==> config.mk <==
export PLATFORM = sky130hd
export DESIGN_NAME = dmem_access_controller_flat
export DESIGN_NICKNAME = d
export VERILOG_FILES = /design/src/rtl/dmem_access_controller_if.sv /design/src/rtl/dmem_access_controller.sv /design/src/flat_wrapper.sv
export SDC_FILE = /design/constraint.sdc
export NUM_CORES = 1
export LEC_CHECK = 0
export ABC_AREA = 1
export CORE_MARGIN = 5
export CORE_UTILIZATION = 50
export CTS_BUF_LIST = sky130_fd_sc_hd__clkbuf_2 sky130_fd_sc_hd__clkbuf_4 sky130_fd_sc_hd__clkbuf_8
export CTS_CLUSTER_DIAMETER = 30
export DETAILED_ROUTE_END_ITERATION = 10
export PLACE_DENSITY = 0.86
export SYNTH_ARGS = -nofsm -noshare
export SYNTH_HDL_FRONTEND = slang
export SYNTH_SLANG_ARGS = --single-unit
==> constraint.sdc <==
create_clock -name CLK -period 3.55 [get_ports CLK]
set_input_delay 1.065 -clock CLK [delete_from_list [all_inputs] [get_ports CLK]]
set_output_delay 1.065 -clock CLK [all_outputs]
set_load 0.005 [all_outputs]
==> src/rtl/dmem_access_controller_if.sv <==
// CPU-side load/store signals and data-memory strobes for the data-memory access controller.
// The controller takes the master modport. The CPU/memory environment takes the slave modport.
interface dmem_access_controller_if #(
  parameter int DATA_WIDTH = 8,
  parameter int ADDR_WIDTH = 8
);
  logic                  READ;
  logic                  WRITE;
  logic [ADDR_WIDTH-1:0] ADDRESS;
  logic [DATA_WIDTH-1:0] WRITEDATA;
  logic [DATA_WIDTH-1:0] READDATA;
  logic                  BUSYWAIT;
  logic                  MEM_READ;
  logic                  MEM_WRITE;
  logic [ADDR_WIDTH-1:0] MEM_ADDRESS;
  logic [DATA_WIDTH-1:0] MEM_WRITEDATA;
  logic [DATA_WIDTH-1:0] MEM_READDATA;
  logic                  MEM_BUSYWAIT;
  logic                  ERROR;

  modport master (
    input  READ, WRITE, ADDRESS, WRITEDATA, MEM_READDATA, MEM_BUSYWAIT,
    output READDATA, BUSYWAIT, MEM_READ, MEM_WRITE, MEM_ADDRESS, MEM_WRITEDATA, ERROR
  );

  modport slave (
    output READ, WRITE, ADDRESS, WRITEDATA, MEM_READDATA, MEM_BUSYWAIT,
    input  READDATA, BUSYWAIT, MEM_READ, MEM_WRITE, MEM_ADDRESS, MEM_WRITEDATA, ERROR
  );
endinterface

==> src/rtl/dmem_access_controller.sv <==
// Sequences CPU loads/stores against a multi-cycle data memory and stalls the CPU via BUSYWAIT.
// A watchdog aborts accesses the memory never finishes. ERROR is sticky until reset.
module dmem_access_controller #(
  parameter int DATA_WIDTH     = 8,
  parameter int ADDR_WIDTH     = 8,
  parameter int TIMEOUT_CYCLES = 255
) (
  input  logic                     CLK,
  input  logic                     RESET,
  dmem_access_controller_if.master bus
);

  typedef enum logic [1:0] {
    ST_IDLE   = 2'd0,
    ST_ACCESS = 2'd1,
    ST_DONE   = 2'd2
  } state_e;

  localparam logic [7:0] TIMEOUT_C = 8'(TIMEOUT_CYCLES);

  state_e                state_q, state_d;
  logic                  op_write_q, op_write_d;
  logic [7:0]            cnt_q, cnt_d;
  logic [ADDR_WIDTH-1:0] mem_addr_q, mem_addr_d;
  logic [DATA_WIDTH-1:0] mem_wdata_q, mem_wdata_d;
  logic [DATA_WIDTH-1:0] rdata_q, rdata_d;
  logic                  error_q, error_d;
  logic                  mem_read_q, mem_read_d;
  logic                  mem_write_q, mem_write_d;
  logic                  busy_s;
  logic [7:0]            cnt_inc_s;

  // State register and all registered outputs.
  always_ff @(posedge CLK or posedge RESET) begin
    if (RESET) begin
      state_q     <= ST_IDLE;
      op_write_q  <= 1'b0;
      cnt_q       <= 8'd0;
      mem_addr_q  <= '0;
      mem_wdata_q <= '0;
      rdata_q     <= '0;
      error_q     <= 1'b0;
      mem_read_q  <= 1'b0;
      mem_write_q <= 1'b0;
    end else begin
      state_q     <= state_d;
      op_write_q  <= op_write_d;
      cnt_q       <= cnt_d;
      mem_addr_q  <= mem_addr_d;
      mem_wdata_q <= mem_wdata_d;
      rdata_q     <= rdata_d;
      error_q     <= error_d;
      mem_read_q  <= mem_read_d;
      mem_write_q <= mem_write_d;
    end
  end

  // Next-state logic, request latching, completion/timeout handling and BUSYWAIT.
  always_comb begin
    state_d     = state_q;
    op_write_d  = op_write_q;
    cnt_d       = cnt_q;
    mem_addr_d  = mem_addr_q;
    mem_wdata_d = mem_wdata_q;
    rdata_d     = rdata_q;
    error_d     = error_q;
    busy_s      = 1'b0;
    cnt_inc_s   = cnt_q + 8'd1;

    case (state_q)
      ST_IDLE: begin
        // Stall on the request cycle itself. Held low while RESET is asserted.
        busy_s = (bus.READ | bus.WRITE) & ~RESET;
        if (bus.READ | bus.WRITE) begin
          state_d     = ST_ACCESS;
          op_write_d  = bus.WRITE & ~bus.READ;
          mem_addr_d  = bus.ADDRESS;
          mem_wdata_d = bus.WRITEDATA;
          cnt_d       = 8'd0;
          if (bus.READ & bus.WRITE) begin
            error_d = 1'b1;
          end else begin
            error_d = error_q;
          end
        end else begin
          state_d = ST_IDLE;
        end
      end
      ST_ACCESS: begin
        busy_s = 1'b1;
        if (!bus.MEM_BUSYWAIT) begin
          if (!op_write_q) begin
            rdata_d = bus.MEM_READDATA;
          end else begin
            rdata_d = rdata_q;
          end
          state_d = ST_DONE;
        end else if (cnt_inc_s == TIMEOUT_C) begin
          cnt_d   = cnt_inc_s;
          error_d = 1'b1;
          rdata_d = '0;
          state_d = ST_DONE;
        end else begin
          cnt_d = cnt_inc_s;
        end
      end
      ST_DONE: begin
        state_d = ST_IDLE;
      end
      default: begin
        state_d = ST_IDLE;
      end
    endcase

    mem_read_d  = (state_d == ST_ACCESS) & ~op_write_d;
    mem_write_d = (state_d == ST_ACCESS) &  op_write_d;
  end

  assign bus.READDATA      = rdata_q;
  assign bus.BUSYWAIT      = busy_s;
  assign bus.MEM_READ      = mem_read_q;
  assign bus.MEM_WRITE     = mem_write_q;
  assign bus.MEM_ADDRESS   = mem_addr_q;
  assign bus.MEM_WRITEDATA = mem_wdata_q;
  assign bus.ERROR         = error_q;

endmodule

==> src/flat_wrapper.sv <==
// flat-port wrapper written by rule: the top's interface ports become plain ports
module dmem_access_controller_flat 
#(
  parameter int DATA_WIDTH     = 8,
  parameter int ADDR_WIDTH     = 8,
  parameter int TIMEOUT_CYCLES = 255
)
  (CLK, RESET, bus_READ, bus_WRITE, bus_ADDRESS, bus_WRITEDATA, bus_MEM_READDATA, bus_MEM_BUSYWAIT, bus_READDATA, bus_BUSYWAIT, bus_MEM_READ, bus_MEM_WRITE, bus_MEM_ADDRESS, bus_MEM_WRITEDATA, bus_ERROR);
  dmem_access_controller_if #(.DATA_WIDTH(DATA_WIDTH), .ADDR_WIDTH(ADDR_WIDTH)) bus_i ();
  input  logic CLK;
  input  logic RESET;
  input wire logic [$bits(bus_i.READ)-1:0] bus_READ;
  input wire logic [$bits(bus_i.WRITE)-1:0] bus_WRITE;
  input wire logic [$bits(bus_i.ADDRESS)-1:0] bus_ADDRESS;
  input wire logic [$bits(bus_i.WRITEDATA)-1:0] bus_WRITEDATA;
  input wire logic [$bits(bus_i.MEM_READDATA)-1:0] bus_MEM_READDATA;
  input wire logic [$bits(bus_i.MEM_BUSYWAIT)-1:0] bus_MEM_BUSYWAIT;
  output wire logic [$bits(bus_i.READDATA)-1:0] bus_READDATA;
  output wire logic [$bits(bus_i.BUSYWAIT)-1:0] bus_BUSYWAIT;
  output wire logic [$bits(bus_i.MEM_READ)-1:0] bus_MEM_READ;
  output wire logic [$bits(bus_i.MEM_WRITE)-1:0] bus_MEM_WRITE;
  output wire logic [$bits(bus_i.MEM_ADDRESS)-1:0] bus_MEM_ADDRESS;
  output wire logic [$bits(bus_i.MEM_WRITEDATA)-1:0] bus_MEM_WRITEDATA;
  output wire logic [$bits(bus_i.ERROR)-1:0] bus_ERROR;
  assign bus_i.READ = bus_READ;
  assign bus_i.WRITE = bus_WRITE;
  assign bus_i.ADDRESS = bus_ADDRESS;
  assign bus_i.WRITEDATA = bus_WRITEDATA;
  assign bus_i.MEM_READDATA = bus_MEM_READDATA;
  assign bus_i.MEM_BUSYWAIT = bus_MEM_BUSYWAIT;
  assign bus_READDATA = bus_i.READDATA;
  assign bus_BUSYWAIT = bus_i.BUSYWAIT;
  assign bus_MEM_READ = bus_i.MEM_READ;
  assign bus_MEM_WRITE = bus_i.MEM_WRITE;
  assign bus_MEM_ADDRESS = bus_i.MEM_ADDRESS;
  assign bus_MEM_WRITEDATA = bus_i.MEM_WRITEDATA;
  assign bus_ERROR = bus_i.ERROR;
  dmem_access_controller #(.DATA_WIDTH(DATA_WIDTH), .ADDR_WIDTH(ADDR_WIDTH), .TIMEOUT_CYCLES(TIMEOUT_CYCLES)) u_core (.CLK(CLK), .RESET(RESET), .bus(bus_i));
endmodule
==> results by group, run 1 <==
Clock network
  • Root Driver: clkbuf_4
  • Inserted Clock Buffers: 5
  • CTS tree: done
  • CTS sink count: 38
  • H-tree depth: 2
  • Clock Latency Late Sink: 0.34 ns
  • Clock slew at reported path FFs: 0.10 ns
  • Bufs on Longest Clock Path: 2

Power
  • Clock share of power: 0.138
  • P_sw: 0.590 mW
  • Combinational Power Share: 0.441
  • Cell internal pwr: 1.08 mW
  • Worst ir drop on vdd: 0.584 mV
  • PD cells: 703 nW/um2
  • Sequential power share: 0.421
  • Leak pwr: 1.13 nW
  • Switch share: 0.353
  • Tot Pwr: 1.67 mW

Routing
  • DRC: 0
  • DR vias: 1507
  • Initial DRC Count: 55
  • Via/cell ratio: 4.88
  • Drt total wl: 3750 um
  • Wire per inst: 12.1 um
  • Detail Route Antenna Nets: 0
  • Initial DRT Pass Iterations: 4

Yosys
  • Adder-Cell Fraction of Synth Area: 0.0147
  • Yosys synthesis warning count: 0
  • Synth unique cells: 23
  • Most frequent cell after synthesis: nand2_1
  • Synth top area cells: dfrtp_1 (56%), nand2_1 (19%), inv_1 (4.2%)
  • Area fraction of the dominant cell type after synthesis: 0.557
  • Register area share after synthesis: 0.557
  • Post-synthesis mux area share: 0
  • Post-synth ARST share: 1.00
  • Main combinational cell family by area after synthesis: simple AND/OR/NAND/NOR gates
  • Syn Nets: 232
  • Synthesized instance count: 201
  • Synthesized area per cell: 8.49 um2
  • Post-synthesis compound-gate area fraction: 0.0499
  • Post-Syn Area: 1710 um2
  • Yosys reg bits: 38
  • Synth Flop Type: dfrtp_1
  • Post-synth EDFFs: 0
  • Top cells by count, synth: nand2_1 (86), dfrtp_1 (38), inv_1 (19)
  • Synth Area in Simple Gates: 0.312
  • Cell type with the largest total area after synthesis: dfrtp_1
  • Synth Area in XOR/XNOR: 0

Critical path
  • R2r setup slk: 1.56 ns
  • Worst EP required: 2.48 ns
  • Slowest cell on crit path: clkdlybuf4s50_1
  • CP peak stage delay: 0.53 ns
  • Setup CP Type: input port to primary output
  • Worst Setup Start Kind: input port
  • Most common cell on crit path: clkdlybuf4s50_1
  • Crit-path max FO: 3
  • Crit-path cells: clkdlybuf4s50_1 -> nor2_1 -> o31ai_2 -> clkdlybuf4s50_1
  • Reg2Reg Launch Point: u_core.state_q[1]$_DFF_PP0_
  • Setup crit end kind: primary output
  • WP data arrival: 2.39 ns
  • RR Endpoint: u_core.cnt_q[7]$_DFFE_PP0P_
  • Worst Reg-to-Reg Cells: 6

Timing
  • Final Slew Violations: 0
  • FMAX: 290 MHz
  • Slew of the pin with the lowest slew margin: 0.935 ns
  • Fin Clk Skew: 0.0138 ns
  • Crit path time final: 3.45 ns
  • Final hold violation count: 0
  • Final hold slack: 0.477 ns
  • RSZ-0062 raised after global routing: no
  • Final setup violation count: 0
  • Final WS setup: 0.0989 ns
  • Slew margin rel.: 0.376
  • Final setup TNS: 0 ns
  • Fin crit share: 0.972

Layout
  • Fillers: 262
  • Area growth syn-to-layout: 39.1%
  • Area of the multi-input gates: 647 um2
  • Finished Layout Cells: 309
  • Nets: 293
  • Register area: 951 um2
  • Antenna Cells: 0
  • Share of cells above drive strength 1: 0.0875

Place
  • Post-DP HPWL: 2950 um
  • Gpl congestion: 0.803
  • Placed Cells: 301
  • Buffers on Ports: 56
  • Place WS: 0.0802 ns

Global routing
  • Number of global-route vias before repair: 1445
  • Global route overflow: 0
  • Pin count of the biggest net entering global routing: 26
  • Initial antenna violation count: 0
  • First-pass GRT wire length: 6070 um
  • GRT Total Usage: 0.179

Die
  • Core ar.: 3310 um2
  • Die Width: 68.4 um
  • FP Rows: 21
  • Initial Util: 0.515
  • Ports: 57
  • Die height: 68.4 um
  • Die ar.: 4680 um2

Min path
  • HP Class: flip-flop to flip-flop
  • Hold EP: u_core.bus.ERROR$_DFFE_PP0P_
  • Hold Crit Start: u_core.bus.ERROR$_DFFE_PP0P_
  • Worst hold stages: 2

Flow run
  • Max-cap viol count: 0

Outcome
  • Status: finished, final reports clean
[routing by layer]
layer	up-vias	routed length, um	track usage	share of wire
met3	11	366	0.0706	0.098
met4	0	93	0.0868	0.025
met5	-	0	0	0
li1	761	-	-	-
met1	681	1540	0.202	0.41
met2	54	1750	0.292	0.47
[cells by family after synthesis]
logic type,Yosys count
and+or+nand+nor,121
buffers and inverters,25
DFF,38
adders and majority gates,2
AOI/OAI and AO/OA,15
[layout make-up]
type,count,share of cell area
timing repair buffer,58,0.242
inverter,21,0.0332
clock buffer,6,0.0216
sequential,38,0.401
tap,46,0.0242
multi-input combinational,138,0.273
clock inverter,2,0.00527
[registers in the layout (all words and copies together), names as in the netlist]
register	cells
u_core.cnt_q	8
u_core.bus.READDATA	8
u_core.bus.MEM_READ	1
u_core.bus.MEM_ADDRESS	8
u_core.bus.ERROR	1
u_core.bus.MEM_WRITEDATA	8
u_core.state_q	2
u_core.op_write_q	1
u_core.bus.MEM_WRITE	1
[placed cells by master (no fill, tap or decap), drive strengths merged, types with 4 or more instances in the layout]
cell type	count
nand2	90
clkdlybuf4s50	56
dfrtp	38
inv	20
nor2	12
nand4	10
o21ai	8
nand3	8
clkbuf	6
o22ai	4
[how the worst max path moves through the flow]
| stage | depth (start not counted) | to | start |
|---|---|---|---|
| floorplan | 2 | bus_BUSYWAIT | bus_WRITE |
| global placement | 4 | bus_BUSYWAIT | bus_WRITE |
| detailed placement | 4 | bus_BUSYWAIT | bus_READ |
| CTS | 4 | bus_BUSYWAIT | bus_READ |
| global route | 4 | bus_BUSYWAIT | bus_READ |
| finish | 4 | bus_BUSYWAIT | bus_READ |
[power by group through the flow]
stage | clock (mW) | combinational [mW] | sequential, mW
6_report | 0.231 | 0.735 | 0.702
5_1_grt | 0.258 | 0.826 | 0.725
4_1_cts | 0.239 | 0.748 | 0.702
3_5_place_dp | 0 | 0.746 | 0.709
3_3_place_gp | 0 | 0.728 | 0.701
2_1_floorplan | 0 | 0.332 | 0.712
[worst max-delay path, delay by kind of cell]
family | cells | cell delay (ns)
AOI/OAI and AO/OA | 1 | 0.18
buffers and inverters | 2 | 1.03
and+or+nand+nor | 1 | 0.10
[repair_timing]
action                     4_1_cts  5_1_grt
resized for setup                0        1
hold buffers                     0        0
setup endpoints to repair        0        1
buffers inserted                 0        0
[stage by stage]
stage,cell area (um2),util
after global routing,2370,0.717
final,2370,0.717
after floorplan,1710,-
after global placement,2300,0.696
after CTS,2370,0.715
after detailed placement,2300,0.696
No activity file was read; power rests on OpenSTA's default activity.
==> run 2, diff against run 1 <==
- CTS_CLUSTER_SIZE: default -> 8
==> results of run 2 <==
The final DEF is identical to that of run 1; final timing and power are the same.
